File: config.mk
export PLATFORM = sky130hd
export DESIGN_NAME = exec_seq
export DESIGN_NICKNAME = d
export VERILOG_FILES = /design/src/rtl/exec_seq.sv
export SDC_FILE = /design/constraint.sdc
export NUM_CORES = 1
export LEC_CHECK = 0
export CORE_UTILIZATION = 40
export CTS_CLUSTER_SIZE = 14
export DETAILED_ROUTE_END_ITERATION = 6
export PLACE_DENSITY = 0.75
export SLEW_MARGIN = 20
export SYNTH_ARGS = -nofsm -noshare
export SYNTH_HDL_FRONTEND = slang
export SYNTH_SLANG_ARGS = --single-unit
File: constraint.sdc
create_clock -name clk -period 2.8 [get_ports clk]
set_clock_uncertainty 0.1 [all_clocks]
set_input_delay 0.56 -clock clk [delete_from_list [all_inputs] [get_ports clk]]
set_output_delay 0.56 -clock clk [all_outputs]
set_load 0.1 [all_outputs]
File: src/rtl/exec_seq.sv
// rtl/exec_seq.sv - address/control sequencer for one fully-connected pass
//
// Issues one source-buffer read per cycle and tags each term with its output
// address, marking the first term of each output (accr) and the last (outr).
//
// Ports:
//   clk, reset          clock (rising edge), asynchronous active-high reset
//   start               one-cycle pass request, ignored unless idle
//   src_bank, dst_bank  bank selects, latched at start
//   acc                 accumulate onto existing partial sums, latched at start
//   in_len, out_len     terms per output - 1, outputs - 1, latched at start
//   stall               (EXEC_SEQ_STALL_EN only) hold issue while high in RUN
//   busy, done          pass in progress / one-cycle completion pulse
//   exec, ia            source read enable and address {src_bank, i}
//   outr, accr, oa      write-back tag, partial-sum read tag, {dst_bank, o}
//
// Optional feature macro: EXEC_SEQ_STALL_EN (adds the stall input).

module exec_seq #(
  parameter int DRAIN_CYC = 5,
  parameter int LW        = 12
) (
  input  logic          clk,
  input  logic          reset,
  input  logic          start,
  input  logic          src_bank,
  input  logic          dst_bank,
  input  logic          acc,
  input  logic [LW-1:0] in_len,
  input  logic [LW-1:0] out_len,
`ifdef EXEC_SEQ_STALL_EN
  input  logic          stall,
`endif
  output logic          busy,
  output logic          done,
  output logic          exec,
  output logic [LW:0]   ia,
  output logic          outr,
  output logic          accr,
  output logic [LW:0]   oa
);

  localparam int CW = (DRAIN_CYC > 1) ? $clog2(DRAIN_CYC) : 1;

  typedef enum logic [1:0] {
    S_IDLE,
    S_RUN,
    S_DRAIN,
    S_DONE
  } state_t;

  state_t        state, state_n;

  // i/o hold the term currently on the bus while exec=1, and the term still
  // waiting to be issued while a stall gap is on the bus.
  logic [LW-1:0] i_q, i_n;
  logic [LW-1:0] o_q, o_n;
  logic [LW-1:0] in_len_q, in_len_n;
  logic [LW-1:0] out_len_q, out_len_n;
  logic          src_q, src_n;
  logic          dst_q, dst_n;
  logic          acc_q, acc_n;
  logic [CW-1:0] cnt_q, cnt_n;

  logic          busy_n, done_n, exec_n, outr_n, accr_n;
  logic [LW:0]   ia_n, oa_n;

  logic [LW-1:0] ni, no;
  logic          last;
  logic          stall_w;

`ifdef EXEC_SEQ_STALL_EN
  assign stall_w = stall;
`else
  assign stall_w = 1'b0;
`endif

  always_comb begin
    state_n   = state;
    i_n       = i_q;
    o_n       = o_q;
    in_len_n  = in_len_q;
    out_len_n = out_len_q;
    src_n     = src_q;
    dst_n     = dst_q;
    acc_n     = acc_q;
    cnt_n     = cnt_q;
    busy_n    = busy;
    done_n    = 1'b0;
    exec_n    = 1'b0;
    outr_n    = 1'b0;
    accr_n    = 1'b0;
    ia_n      = ia;
    oa_n      = oa;
    ni        = i_q;
    no        = o_q;
    last      = (i_q == in_len_q) && (o_q == out_len_q);

    case (state)
      S_IDLE: begin
        busy_n = 1'b0;
        if (start) begin
          // The first term goes straight onto the bus, so it is built from
          // the live inputs that are being latched this same cycle.
          state_n   = S_RUN;
          in_len_n  = in_len;
          out_len_n = out_len;
          src_n     = src_bank;
          dst_n     = dst_bank;
          acc_n     = acc;
          i_n       = '0;
          o_n       = '0;
          busy_n    = 1'b1;
          exec_n    = 1'b1;
          ia_n      = {src_bank, {LW{1'b0}}};
          oa_n      = {dst_bank, {LW{1'b0}}};
          accr_n    = acc;
          outr_n    = (in_len == '0);
        end
      end

      S_RUN: begin
        busy_n = 1'b1;
        if (exec && last) begin
          state_n = S_DRAIN;
          cnt_n   = '0;
        end else begin
          // Advance only past a term that actually issued; after a gap the
          // pending term is still the one held in i/o.
          if (exec) begin
            if (i_q == in_len_q) begin
              ni = '0;
              no = o_q + 1'b1;
            end else begin
              ni = i_q + 1'b1;
            end
          end
          i_n = ni;
          o_n = no;
          if (!stall_w) begin
            exec_n = 1'b1;
            ia_n   = {src_q, ni};
            oa_n   = {dst_q, no};
            accr_n = acc_q && (ni == '0);
            outr_n = (ni == in_len_q);
          end
        end
      end

      S_DRAIN: begin
        busy_n = 1'b1;
        if (cnt_q == CW'(DRAIN_CYC - 1)) begin
          state_n = S_DONE;
          busy_n  = 1'b0;
          done_n  = 1'b1;
        end else begin
          cnt_n = cnt_q + 1'b1;
        end
      end

      S_DONE: begin
        busy_n  = 1'b0;
        state_n = S_IDLE;
      end

      default: begin
        state_n = S_IDLE;
        busy_n  = 1'b0;
      end
    endcase
  end

  always_ff @(posedge clk or posedge reset) begin
    if (reset) begin
      state     <= S_IDLE;
      i_q       <= '0;
      o_q       <= '0;
      in_len_q  <= '0;
      out_len_q <= '0;
      src_q     <= 1'b0;
      dst_q     <= 1'b0;
      acc_q     <= 1'b0;
      cnt_q     <= '0;
      busy      <= 1'b0;
      done      <= 1'b0;
      exec      <= 1'b0;
      outr      <= 1'b0;
      accr      <= 1'b0;
      ia        <= '0;
      oa        <= '0;
    end else begin
      state     <= state_n;
      i_q       <= i_n;
      o_q       <= o_n;
      in_len_q  <= in_len_n;
      out_len_q <= out_len_n;
      src_q     <= src_n;
      dst_q     <= dst_n;
      acc_q     <= acc_n;
      cnt_q     <= cnt_n;
      busy      <= busy_n;
      done      <= done_n;
      exec      <= exec_n;
      outr      <= outr_n;
      accr      <= accr_n;
      ia        <= ia_n;
      oa        <= oa_n;
    end
  end

endmodule
Word level (Yosys, flattened, before mapping)
Index checks and enable logic that the tools add are counted.
- flip-flop bits (word level): 87
- input bits: 30
- output and inout port bits: 31
- word-level logic and storage cells: 80
- add/sub/neg operators: 3
- equal/unequal tests: 12
- multiplexer cells: 37
- reduce and logical (&&, ||, !) cells: 12
- operators by type and width (cell ; count):
    $mux 12 ; 9
    $mux 13 ; 4
    $pmux 13 s2 ; 2
    $pmux 12 s2 ; 2
    $eq 12x12->1 ; 3
    $add 12x1->12 const B ; 2
    $logic_not 12->1 ; 2
    $ne 2x2->1 const B ; 5
    $mux 1 ; 9
    $reduce_and 3->1 ; 3
    $pmux 2 s4 ; 1
    $mux 2 ; 3
    $mux 3 ; 2
    $pmux 1 s2 ; 3
    $pmux 3 s2 ; 1
    $eq 2x2->1 const B ; 2
    $pmux 1 s4 ; 1
    $reduce_bool 2->1 ; 2
    $add 3x1->3 const B ; 1
    $eq 3x3->1 const B ; 1
    $logic_and 1x1->1 ; 3
    $eq 2x1->1 const B ; 1
    $logic_not 2->1 ; 1
    $reduce_and 2->1 ; 1

Depth between registers and ports, before layout
- depth in word-level cells: 9
- depth in mapped cells: 10
- gate-level depth less buffers: 8

Least setup slack after synthesis
OpenSTA, ideal clock, no wires.
- path type: register -> register
- start point: register ia[3] (netlist name)
- end point: register oa[7]
- library setup time: 78 ps
- arrival time: 2965 ps
- data required time: 2622 ps
- slack: -342 ps
- stages on the path, launching flop included: 10
- buffers on the path: 2
- period minus slack after synthesis: 3142 ps
- cell sequence: dfrtp_1 -> buf_2 -> xnor2_1 -> nand3_1 -> or4_1 -> buf_2 -> o21ai_4 -> nand2_2 -> or4_1 -> a21oi_1
- RTL lines (item ; RTL line ; source):
    end signal, assigned ; 207 ; oa <= oa_n;
    end, declared ; 40 ; output logic [LW:0] oa

==> impl_metrics.ini <==
[synth]
syn_inst = 375
synth-main-ff-cell = dfrtp_1
synth_seq_cells = 63
async_flop_share_pct = 100
synth.cell_area_um2 = 3720
syn_avg_cell_area_um2 = 9.91
yosys_warnings = 0
syn_nets = 412
synth-seq-area-share_pct = 42.4
synth_enable_flop_cells = 0
ys_types = 56

[finish]
diodes = 0
area_growth_pct = 25.2
final_area_um2 = 4650
fin_util_pct = 52.6
final_common_cell = dfrtp_1
drive_gt1_share_pct = 25.2
final_cell_mix = dfrtp_1 (51), buf_4 (48), nand2_1 (31)
nets = 484

[power_and_ir_drop]
swShare_pct = 44.0
power_mw = 4.15
pwr-share-comb_pct = 46.7
p_per_area_nw_per_um2 = 891
clkPwrFrac_pct = 17.4
vdd_drop_max_v = 0.000443
power.leakage_nw = 1.93
cell_internal_pwr_mw = 2.32
switchingPower_mw = 1.83
power_frac_seq_pct = 35.9

[clocking]
insertion_delay_ps = 350
cts.clk_slew.worst_paths_ps = 80
cts_max_level = 3
cts_hold_buf = 0
cts_sinks = 63
cts_tree = built
clockBufferDepth = 2
cts_made_buffers = 9
root_buffer = clkbuf_8

[placement]
place.gp.congestion = 0.892
numPortBuffers = 60
placed_area_um2 = 4430
dpl.hpwl_um = 7030

[worst_setup_path]
reg2reg_depth = 7
max_stage_delay_ps = 580
crit_family = simple AND/OR/NAND/NOR gates
path_cells = xnor2_4 -> nand4_1 -> or4_4 -> o21ai_4 -> nand2_4 -> or4_1 -> a21oi_1
crit_fanout = 13
arrival_ps = 2820
reg2reg_slack_ps = 160
cp_slowest_cell = or4_4
required_ps = 2970
path_buf_inv = 0
r2r-start = ia[8]
path_class = reg2reg
rr_endpoint = oa[7]
cp-end-kind = flip-flop
startpoint_type = flip-flop

[timing]
finalCriticalPeriod_ps = 2640
tns_ps = 0
slew_viol_final = 0
maxSlewHeadroom_pct = 51.4
fmax_mhz = 378
hold_viol = 0
rsz0062_at_grt = false
setup_violations = 0
post-route-period-util_pct = 94.4
worst_pin_slew_ps = 722
hold_ws_ps = 387

[hold_path]
hold_start = ia[12]
min_to = ia[12]
hold_path_class = reg2reg
min_path_cells = 2

[run]
drv_cap = 0

[die]
die_area_um2 = 9680
start_util_pct = 42.0
core_um2 = 8850
num_rows = 34
pin_count = 61
die_height_um = 98.4
die_x_um = 98.4

[drt]
first_pass_iters = 6
vias = 3145
routed_via_density = 5.62
first_iter_violations = 194
drc = 2
finalWirelength_um = 9300
ant_nets = 0
wire_per_inst_um = 16.6

[global_routing]
grtUsageTotal_pct = 20.4
grt_max_degree = 64
antenna_found_initial = 0
gr-total-overflow = 0
grt_pass1_vias = 3087
grt_pass1_wl_um = 15400

[run_status]
outcome = complete, but fails checks
failed_checks = DRC
## per-stage QoR
stage          setup WS, ps  cells
6_report                157    560
5_1_grt                30.0    560
4_1_cts                69.1    557
3_5_place_dp            105    541
3_3_place_gp            196    541
2_1_floorplan          2.18    375
## flip-flops by register name, indices dropped and copies added (netlist names)
name,cells
acc_q,1
accr,1
busy,1
cnt_q,3
done,1
dst_q,1
exec,1
ia,13
in_len_q,12
oa,13
out_len_q,12
outr,1
src_q,1
state,2
## cell type report
cell class                 count  area [µm²]
clock buffer                   9         124
clock inverter                 7        56.3
fill                         813        4190
inverter                      13        48.8
multi-input combinational    282        2030
sequential                    63        1590
tap                          108         135
timing repair buffer          78         671
## worst max path at each step
stage                from     to  slack [ps]  cells after the start
global placement    ia[5]  oa[7]         200                      7
finish              ia[8]  oa[7]         160                      7
floorplan           ia[5]  oa[7]           2                      9
CTS                 ia[5]  oa[7]          70                      7
global route        ia[6]  oa[7]          30                      7
detailed placement  ia[5]  oa[7]         110                      7
## worst min-delay path, stage by stage (launching register included)
cell and delay [ps]:
dfrtp_1 340, nand2_1 50, o21ai_0 60
## cell families (layout without fill, tap and decap cells)
group           count (synthesis)  after routing  share of synthesized area (%)
simple gates                  122            122                           17.2
compound gates                 83             83                           15.0
flops                          63             63                           42.4
xor+xnor                       42             42                           11.0
buf+inv                        30            107                           3.67
mux                            28             28                           8.38
fa+ha+maj                       7              7                           2.36
## cell usage after synthesis, types with 3 or more instances
cell type,count,share of area [%]
o21ai_1,3,0.40
a21boi_0,3,0.61
a21oi_1,8,1.1
ha_1,7,2.4
nand2_1,31,3.1
a21o_1,3,0.61
xnor2_2,3,1.3
nor2b_1,3,0.50
nand2b_1,4,0.67
nor4_1,11,1.9
nor2_1,23,2.3
mux2_2,25,7.6
a31oi_1,3,0.50
dfrtp_1,63,42
inv_1,13,1.3
mux2i_1,3,0.81
o31ai_1,7,1.4
a2bb2oi_1,3,0.71
buf_1,3,0.30
o21ai_0,30,4.0
xor2_1,20,4.7
o32ai_1,3,0.71
or4_1,5,1.0
nand4_1,13,2.2
nand3_1,9,1.2
buf_2,10,1.3
and3_1,4,0.67
nor3_1,6,0.81
xnor2_1,18,4.2
## layer usage
| metal | GRT usage, % | vias to the layer above | wire, µm |
|---|---|---|---|
| li1 | - | 1518 | - |
| met1 | 24.9 | 1520 | 3910 |
| met2 | 34.8 | 95 | 4730 |
| met3 | 6.01 | 12 | 510 |
| met4 | 6.20 | 0 | 140 |
| met5 | 0 | - | 0 |
## power by group through the flow
stage	clock (mW)	sequential [mW]	combinational, mW
floorplan	0	1.75	1.15
global placement	0	1.48	1.87
detailed placement	0	1.50	1.92
CTS	0.734	1.49	1.92
global route	0.785	1.53	2.10
finish	0.721	1.49	1.94
## repair_timing
| action | CTS | global route |
|---|---|---|
| setup endpoints to repair | 0 | 5 |
| setup buffers | 0 | 3 |
| gates resized for setup | 0 | 4 |
Note: power is estimated with default switching activity, not from simulation.
